**config.mk**
```make
export PLATFORM = sky130hd
export DESIGN_NAME = uart_rx_framer
export DESIGN_NICKNAME = d
export VERILOG_FILES = /design/src/rtl/uart_pkg.sv /design/src/rtl/uart_rx_sync.sv /design/src/rtl/uart_rx_framer.sv
export SDC_FILE = /design/constraint.sdc
export NUM_CORES = 1
export LEC_CHECK = 0
export ABC_CLOCK_PERIOD_IN_PS = 2600
export CELL_PAD_IN_SITES_DETAIL_PLACEMENT = 1
export CELL_PAD_IN_SITES_GLOBAL_PLACEMENT = 1
export CORE_UTILIZATION = 40
export CTS_BUF_LIST = sky130_fd_sc_hd__clkbuf_8
export DETAILED_ROUTE_END_ITERATION = 10
export MAX_ROUTING_LAYER = met4
export PLACE_DENSITY = 0.81
export RECOVER_POWER = 100
export SLEW_MARGIN = 5
export SYNTH_ARGS = -nofsm -noshare
export SYNTH_HDL_FRONTEND = slang
export SYNTH_HIERARCHICAL = 1
export SYNTH_SLANG_ARGS = --single-unit
```
**constraint.sdc**
```tcl
create_clock -name PCLK -period 2.6 [get_ports PCLK]
set_clock_uncertainty 0.2 [all_clocks]
set_input_delay 0.26 -clock PCLK [delete_from_list [all_inputs] [get_ports PCLK]]
set_output_delay 0.26 -clock PCLK [all_outputs]
set_load 0.005 [all_outputs]
```
**src/rtl/uart_pkg.sv**
```systemverilog
// Shared types and constants for the UART receive path.
// Vote positions are bit_cnt values within a 16-tick bit cell.
package uart_pkg;

    typedef enum logic [2:0] {
        IDLE,
        START,
        DATA,
        PARITY,
        STOP
    } rxState_e;

    localparam logic [3:0] VOTE_LO  = 4'd7;
    localparam logic [3:0] VOTE_MID = 4'd8;
    localparam logic [3:0] VOTE_HI  = 4'd9;
    localparam logic [3:0] BIT_LAST = 4'd15;

    localparam int DEFAULT_SYNC_STAGES = 2;

    function automatic logic majority3(input logic a, input logic b, input logic c);
        return (a & b) | (a & c) | (b & c);
    endfunction

endpackage

```
**src/rtl/uart_rx_sync.sv**
```systemverilog
// Multi-flop synchroniser for the asynchronous RX pin.
// Flops reset to 1 so an idle line never looks like a start bit.
module uart_rx_sync #(
    parameter int STAGES = 2
) (
    input  logic PCLK,
    input  logic aresetn,
    input  logic d_i,
    output logic q_o
);

    logic [STAGES-1:0] sync_q;

    always_ff @(posedge PCLK or negedge aresetn) begin
        if (!aresetn) begin
            sync_q <= '1;
        end else begin
            sync_q <= {sync_q[STAGES-2:0], d_i};
        end
    end

    assign q_o = sync_q[STAGES-1];

endmodule

```
**src/rtl/uart_rx_framer.sv**
```systemverilog
// UART receive engine: start detection, 3-sample majority vote, 7/8-bit
// framing with optional parity, and a single holding register for the wrapper.
module uart_rx_framer
    import uart_pkg::*;
#(
    parameter int SYNC_STAGES = DEFAULT_SYNC_STAGES,
    parameter int OVERSAMPLE  = 16
) (
    input  logic       PCLK,
    input  logic       aresetn,
    input  logic       baud_tick,
    input  logic       rx,
    input  logic       bit8,
    input  logic       parity_en,
    input  logic       odd_n_even,
    input  logic       rd_ack,
    output logic [7:0] rx_data,
    output logic       rx_rdy,
    output logic       parity_err,
    output logic       framing_err,
    output logic       overflow
);

    if (SYNC_STAGES < 2 || SYNC_STAGES > 3) begin : gBadSyncStages
        $error("uart_rx_framer: SYNC_STAGES must be 2 or 3");
    end
    if (OVERSAMPLE != 16) begin : gBadOversample
        $error("uart_rx_framer: OVERSAMPLE is fixed at 16");
    end

    logic rxs;

    uart_rx_sync #(
        .STAGES (SYNC_STAGES)
    ) uSync (
        .PCLK    (PCLK),
        .aresetn (aresetn),
        .d_i     (rx),
        .q_o     (rxs)
    );

    rxState_e   state_q,      state_d;
    logic [3:0] bitCnt_q,     bitCnt_d;
    logic [2:0] dataIdx_q,    dataIdx_d;
    logic       armed_q,      armed_d;
    logic       samp7_q,      samp7_d;
    logic       samp8_q,      samp8_d;
    logic [7:0] shReg_q,      shReg_d;
    logic       cfgBit8_q,    cfgBit8_d;
    logic       cfgParEn_q,   cfgParEn_d;
    logic       cfgOdd_q,     cfgOdd_d;
    logic       perr_q,       perr_d;
    logic [7:0] rxData_q,     rxData_d;
    logic       rxRdy_q,      rxRdy_d;
    logic       parityErr_q,  parityErr_d;
    logic       framingErr_q, framingErr_d;
    logic       overflow_q,   overflow_d;

    logic       vote;
    logic       voteTick;
    logic       lastTick;
    logic       complete;
    logic [7:0] frame;

    assign vote     = majority3(samp7_q, samp8_q, rxs);
    assign voteTick = baud_tick && (bitCnt_q == VOTE_HI);
    assign lastTick = baud_tick && (bitCnt_q == BIT_LAST);
    // In 7-bit mode the LSB-first shifter leaves the data in [7:1].
    assign frame    = cfgBit8_q ? shReg_q : {1'b0, shReg_q[7:1]};

    always_ff @(posedge PCLK or negedge aresetn) begin
        if (!aresetn) begin
            state_q      <= IDLE;
            bitCnt_q     <= '0;
            dataIdx_q    <= '0;
            armed_q      <= 1'b0;
            samp7_q      <= 1'b0;
            samp8_q      <= 1'b0;
            shReg_q      <= '0;
            cfgBit8_q    <= 1'b0;
            cfgParEn_q   <= 1'b0;
            cfgOdd_q     <= 1'b0;
            perr_q       <= 1'b0;
            rxData_q     <= '0;
            rxRdy_q      <= 1'b0;
            parityErr_q  <= 1'b0;
            framingErr_q <= 1'b0;
            overflow_q   <= 1'b0;
        end else begin
            state_q      <= state_d;
            bitCnt_q     <= bitCnt_d;
            dataIdx_q    <= dataIdx_d;
            armed_q      <= armed_d;
            samp7_q      <= samp7_d;
            samp8_q      <= samp8_d;
            shReg_q      <= shReg_d;
            cfgBit8_q    <= cfgBit8_d;
            cfgParEn_q   <= cfgParEn_d;
            cfgOdd_q     <= cfgOdd_d;
            perr_q       <= perr_d;
            rxData_q     <= rxData_d;
            rxRdy_q      <= rxRdy_d;
            parityErr_q  <= parityErr_d;
            framingErr_q <= framingErr_d;
            overflow_q   <= overflow_d;
        end
    end

    always_comb begin
        state_d      = state_q;
        bitCnt_d     = bitCnt_q;
        dataIdx_d    = dataIdx_q;
        armed_d      = armed_q;
        samp7_d      = samp7_q;
        samp8_d      = samp8_q;
        shReg_d      = shReg_q;
        cfgBit8_d    = cfgBit8_q;
        cfgParEn_d   = cfgParEn_q;
        cfgOdd_d     = cfgOdd_q;
        perr_d       = perr_q;
        rxData_d     = rxData_q;
        rxRdy_d      = rxRdy_q;
        parityErr_d  = parityErr_q;
        framingErr_d = 1'b0;
        overflow_d   = overflow_q;
        complete     = 1'b0;

        if (baud_tick && (state_q != IDLE)) begin
            bitCnt_d = bitCnt_q + 4'd1;
            if (bitCnt_q == VOTE_LO) begin
                samp7_d = rxs;
            end
            if (bitCnt_q == VOTE_MID) begin
                samp8_d = rxs;
            end
        end

        case (state_q)
            IDLE: begin
                // Arming on a high sample keeps a held-low break from retriggering.
                if (baud_tick) begin
                    if (armed_q && !rxs) begin
                        state_d  = START;
                        bitCnt_d = '0;
                        armed_d  = 1'b0;
                    end else if (rxs) begin
                        armed_d = 1'b1;
                    end
                end
            end

            START: begin
                if (voteTick) begin
                    if (vote) begin
                        state_d = IDLE;
                    end else begin
                        cfgBit8_d  = bit8;
                        cfgParEn_d = parity_en;
                        cfgOdd_d   = odd_n_even;
                        shReg_d    = '0;
                        perr_d     = 1'b0;
                    end
                end else if (lastTick) begin
                    state_d   = DATA;
                    dataIdx_d = '0;
                end
            end

            DATA: begin
                if (voteTick) begin
                    shReg_d = {vote, shReg_q[7:1]};
                end else if (lastTick) begin
                    if (dataIdx_q == (cfgBit8_q ? 3'd7 : 3'd6)) begin
                        state_d = cfgParEn_q ? PARITY : STOP;
                    end else begin
                        dataIdx_d = dataIdx_q + 3'd1;
                    end
                end
            end

            PARITY: begin
                if (voteTick) begin
                    perr_d = ((^frame) ^ vote) != cfgOdd_q;
                end else if (lastTick) begin
                    state_d = STOP;
                end
            end

            STOP: begin
                // Leave at mid-stop so a back-to-back start edge is not missed.
                if (voteTick) begin
                    state_d      = IDLE;
                    armed_d      = vote;
                    complete     = 1'b1;
                    framingErr_d = !vote;
                end
            end

            default: begin
                state_d = IDLE;
            end
        endcase

        if (complete) begin
            if (!rxRdy_q || rd_ack) begin
                rxData_d    = frame;
                rxRdy_d     = 1'b1;
                parityErr_d = perr_q & cfgParEn_q;
            end else begin
                overflow_d = 1'b1;
            end
        end else if (rd_ack && rxRdy_q) begin
            rxRdy_d     = 1'b0;
            parityErr_d = 1'b0;
            overflow_d  = 1'b0;
        end
    end

    assign rx_data     = rxData_q;
    assign rx_rdy      = rxRdy_q;
    assign parity_err  = parityErr_q;
    assign framing_err = framingErr_q;
    assign overflow    = overflow_q;

endmodule

```
**Yosys cells after proc, flatten, opt, wreduce, memory -nomap -nowiden**

Cells that the tools add are included.

- Bits of input ports: 8
- Output and inout port bits: 12
- Register bits: 39

- Bitwise operators: 8
- Reductions and logical operators: 27
- $add $sub $neg: 2
- Muxes and demuxes: 49
- Eq/ne operators: 30

Operator list:

| cell | number |
|---|---|
| $mux 3 | 17 |
| $mux 8 | 4 |
| $ne 2x2->1 const B | 16 |
| $mux 1 | 19 |
| $mux 4 | 4 |
| $pmux 8 s2 | 1 |
| $pmux 3 s5 | 1 |
| $eq 4x4->1 const B | 3 |
| $reduce_and 4->1 | 3 |
| $reduce_and 10->1 | 1 |
| $reduce_and 2->1 | 5 |
| $reduce_bool 2->1 | 4 |
| $reduce_xor 8->1 | 1 |
| $eq 3x2->1 const B | 2 |
| $ne 3x3->1 const B | 2 |
| $pmux 3 s2 | 1 |
| $reduce_and 6->1 | 1 |
| $logic_and 1x1->1 | 5 |
| $add 4x1->4 const B | 1 |
| $and 1x1->1 | 4 |
| $eq 4x3->1 const B | 1 |
| $pmux 1 s2 | 2 |
| $add 3x1->3 const B | 1 |
| $eq 3x1->1 const B | 1 |
| 13 further kinds | 16 |

**Logic depth before layout (Yosys ltp)**

- Word-level depth: 7
- Mapped depth: 9
- Depth with buffers taken out: 7

**Cells and area by module**

The synthesis kept the hierarchy.

By module, submodules not included:

| module | instances | cells an instance | area each (um^2) |
|---|---|---|---|
| uart_rx_framer | 1 | 200 | 1,953.1 |
| uart_rx_sync | 1 | 2 | 52.6 |

**Least setup slack after synthesis**

No wires, ideal clock.

- Path type: register -> register
- Start point: register bitCnt_q[1]
- End point: register rxData_q[4] (netlist: rx_data[4])
- Buffers on the path: 2
- Arrival time: 1.800 ns
- Library setup time: 0.127 ns
- Clock period less this slack: 2.127 ns
- Path slack: 0.473 ns
- Data required time: 2.273 ns
- Cell stages (with the launch flop): 9
- Path through: dfrtp_1 inv_1 ha_1 nand4b_4 or4b_4 nor2b_2 buf_6 buf_8 a31oi_1

- Cells in the longest elaborated chain, start to end: 5

Ends and longest elaborated chain:

| element | line | RTL |
|---|---|---|
| start, declared | uart_rx_framer.sv:43 | `logic [3:0] bitCnt_q, bitCnt_d;` |
| start signal, assigned | uart_rx_framer.sv:91 | `bitCnt_q <= bitCnt_d;` |
| $eq 4x4->1 | uart_rx_framer.sv:66 | `assign voteTick = baud_tick && (bitCnt_q == VOTE_HI);` |
| $logic_and 1x1->1 | uart_rx_framer.sv:66 |  |
| $mux 1 | uart_rx_framer.sv:191 | `if (voteTick) begin` |
| $mux 1 | uart_rx_framer.sv:138 | `case (state_q)` |
| $reduce_and 2->1 (no source line) | -- |  |
| end signal, assigned | uart_rx_framer.sv:101 | `rxData_q <= rxData_d;` |
| end, declared | uart_rx_framer.sv:53 | `logic [7:0] rxData_q, rxData_d;` |

No other way between the ends.
A chain may end at the register's enable or synchronous reset.

**Worst setup path after layout**

Ends and elaborated chain as after synthesis.

==> impl_metrics.env <==
export IMPL_final_setup_viol_count=0
export IMPL_synth_nets=214
export IMPL_final_antenna_net_count=0
export IMPL_ys_types=40
export IMPL_fin_crit_sh_pct=85.4
export IMPL_synthCells=202
export IMPL_cts_tree="done"
export IMPL_clock_latency_ns=0.29
export IMPL_finalHoldViolations=0
export IMPL_fp_dieW_microns=72.8
export IMPL_grt_pass1_vias=1471
export IMPL_antenna_found_initial=0
export IMPL_start_kind="flip-flop"
export IMPL_drt_pass1_iterations=4
export IMPL_drv_cap=0
export IMPL_clkTransAtPathRegs_ns=0.07
export IMPL_final_common_cell="dfrtp_1"
export IMPL_multi_input_area_sq_um=933
export IMPL_critPathKind="reg2reg"
export IMPL_fillers=567
export IMPL_start_util_pct=41.9
export IMPL_p_per_area_mw_per_mm2=623
export IMPL_grt_usage_pct=18.0
export IMPL_clock_sinks=39
export IMPL_max_slew_margin_rel_pct=35.5
export IMPL_cts_buffers=5
export IMPL_status="complete, no violations"
export IMPL_hold_worst_slack_ns=0.164
export IMPL_max_clock_freq_mhz=450
export IMPL_top_level_ports=20
export IMPL_avgSynthCellArea_sq_um=9.93
export IMPL_grt_max_degree=40
export IMPL_async_flop_share_pct=100
export IMPL_arrival_ns=2.24
export IMPL_htreeDepth=2
export IMPL_wl_microns=4060
export IMPL_use_met2_pct=26.6
export IMPL_post_dp_hpwl_microns=2960
export IMPL_synth_edf_count=0
export IMPL_setup_tns_ns=0
export IMPL_ir_drop_v=0.000248
export IMPL_seq_area_frac_synth_pct=48.8
export IMPL_seq_area_sq_um=978
export IMPL_port_buffers=19
export IMPL_vias=1522
export IMPL_dp_cells=287
export IMPL_final_nets=240
export IMPL_place_congestion=0.793
export IMPL_synth_area_leaders="dfrtp_1, nand2_1, o21ai_0, mux2i_1, xnor2_1"
export IMPL_area_growth_pct=17.4
export IMPL_grt_ovfl_total=0
export IMPL_layout_common_cells="dfrtp_1, nand2_1, o21ai_0"
export IMPL_min_period_ns=2.22
export IMPL_power_uw=1470
export IMPL_drive_gt1_share_pct=11.4
export IMPL_die_y_microns=72.8
export IMPL_rsz0062_at_grt="false"
export IMPL_clock_root_buffer="clkbuf_8"
export IMPL_drt_iter0_markers=70
export IMPL_yosysTopAreaCell="dfrtp_1"
export IMPL_finalMaxSlewViolations=0
export IMPL_cp_required_ns=2.62
export IMPL_post_place_ws_ns=0.308
export IMPL_power_leakage_uw=0.00102
export IMPL_cts_buffer_depth=2
export IMPL_fin_cells=296
export IMPL_setup_slack_ns=0.379
export IMPL_worst_slew_pin_slew_ns=0.968
export IMPL_path_max_fanout=17
export IMPL_post_drt_wl_per_cell_microns=13.7
export IMPL_coreArea_sq_mm=0.00479
export IMPL_end_kind="flip-flop"
export IMPL_synth_top_area_share_pct=46.2
export IMPL_gr_usage_met3_pct=4.56
export IMPL_grtUsageMet1_pct=23.5
export IMPL_ys_warnings_count=6
export IMPL_grt_pass1_wl_microns=6930
export IMPL_synth_area_sq_mm=0.00201
export IMPL_min_path_type="reg2reg"
export IMPL_die_area_sq_mm=0.00530
export IMPL_ys_flop_type="dfrtp_1"
export IMPL_synth_ff_latch_count=39
export IMPL_num_rows=25
export IMPL_vias_per_cell=5.14
export IMPL_drc=0
export IMPL_busiest_layer="met2"
export IMPL_antenna_cells=0
## flip-flops by register name, indices dropped and copies added (netlist names)
register	flops
cfgParEn_q	1
rx_data	8
state_q	3
samp8_q	1
overflow	1
samp7_q	1
uSync/sync_q	2
parity_err	1
armed_q	1
bitCnt_q	4
dataIdx_q	3
cfgOdd_q	1
framing_err	1
cfgBit8_q	1
rx_rdy	1
shReg_q	8
perr_q	1
## through the flow
step / utilization (%) / area [sq um]
2_1_floorplan: - / 2010
3_3_place_gp: 47.5 / 2270
3_5_place_dp: 47.5 / 2270
4_1_cts: 49.8 / 2380
5_1_grt: 49.2 / 2350
6_report: 49.2 / 2350
## path summary, 6_finish.rpt
path	from	cells after the start	to	slack, ns
min in group asynchronous	aresetn	2	rx_data[4]	0.47
worst min-delay path	uSync/sync_q[0]	0	uSync/sync_q[1]	0.16
worst max-delay path	bitCnt_q[1]	8	rx_data[4]	0.38
worst max register to register	bitCnt_q[1]	8	rx_data[4]	0.38
worst min register to register	uSync/sync_q[0]	0	uSync/sync_q[1]	0.16
max in group asynchronous	aresetn	2	bitCnt_q[1]	1.13
## report_power, final
group	internal (uW)	switching, uW	leakage, uW
Clock	238	206	0.0000557
Combinational	134	135	0.000448
Sequential	673	80.2	0.000515
## Yosys cell counts, types with 2 or more instances
master	number
nor2_1	13
nor3b_1	2
dfrtp_1	37
a21oi_2	2
buf_4	2
mux2_2	5
mux2i_1	9
nor2_2	2
clkbuf_1	4
xnor2_1	10
a21oi_1	8
nand3_1	6
nand2b_1	6
a31oi_1	3
a32o_1	2
dfstp_2	2
nor3_1	3
ha_1	4
inv_1	3
nand2_1	34
nor2b_1	3
or3_1	4
o21ai_0	21
## routing by layer
metal | wire (microns) | share of wire (%)
met1 | 2090 | 51
met2 | 1800 | 44
met3 | 104 | 2.6
met4 | 65 | 1.6
met5 | 0 | 0
## cell type report
class | count | share of cell area (%)
clock inverters | 1 | 0.159
multi-input cells | 151 | 39.6
clock buffers | 7 | 4.09
inverters | 3 | 0.478
flip-flops and latches | 39 | 41.6
repair buffers | 28 | 10.5
well taps | 67 | 3.56
## cells by family (layout without fill, tap and decap cells)
logic type | count (synthesis) | after routing | share of synthesized area, %
buf+inv | 12 | 39 | 3.55
simple gates | 81 | 81 | 20.9
flops | 39 | 39 | 48.8
compound gates | 41 | 41 | 12.1
xor+xnor | 10 | 10 | 4.37
fa+ha+maj | 5 | 5 | 2.99
mux | 14 | 14 | 7.30
## critical path: stages, from the launching register on
cell      delay (ns)
dfrtp_1         0.41
inv_1           0.09
ha_1            0.16
nand4b_2        0.12
or4b_1          0.61
nor2b_2         0.14
buf_4           0.22
nor2_1          0.06
a31oi_1         0.13
## timing repair
item / 4_1_cts / 5_1_grt
hold endpoints to repair: 37 / 0
resized for setup: 0 / 0
hold buffers: 1 / 0
buffers inserted: 0 / 0
Power figures use the tool's default switching activity.
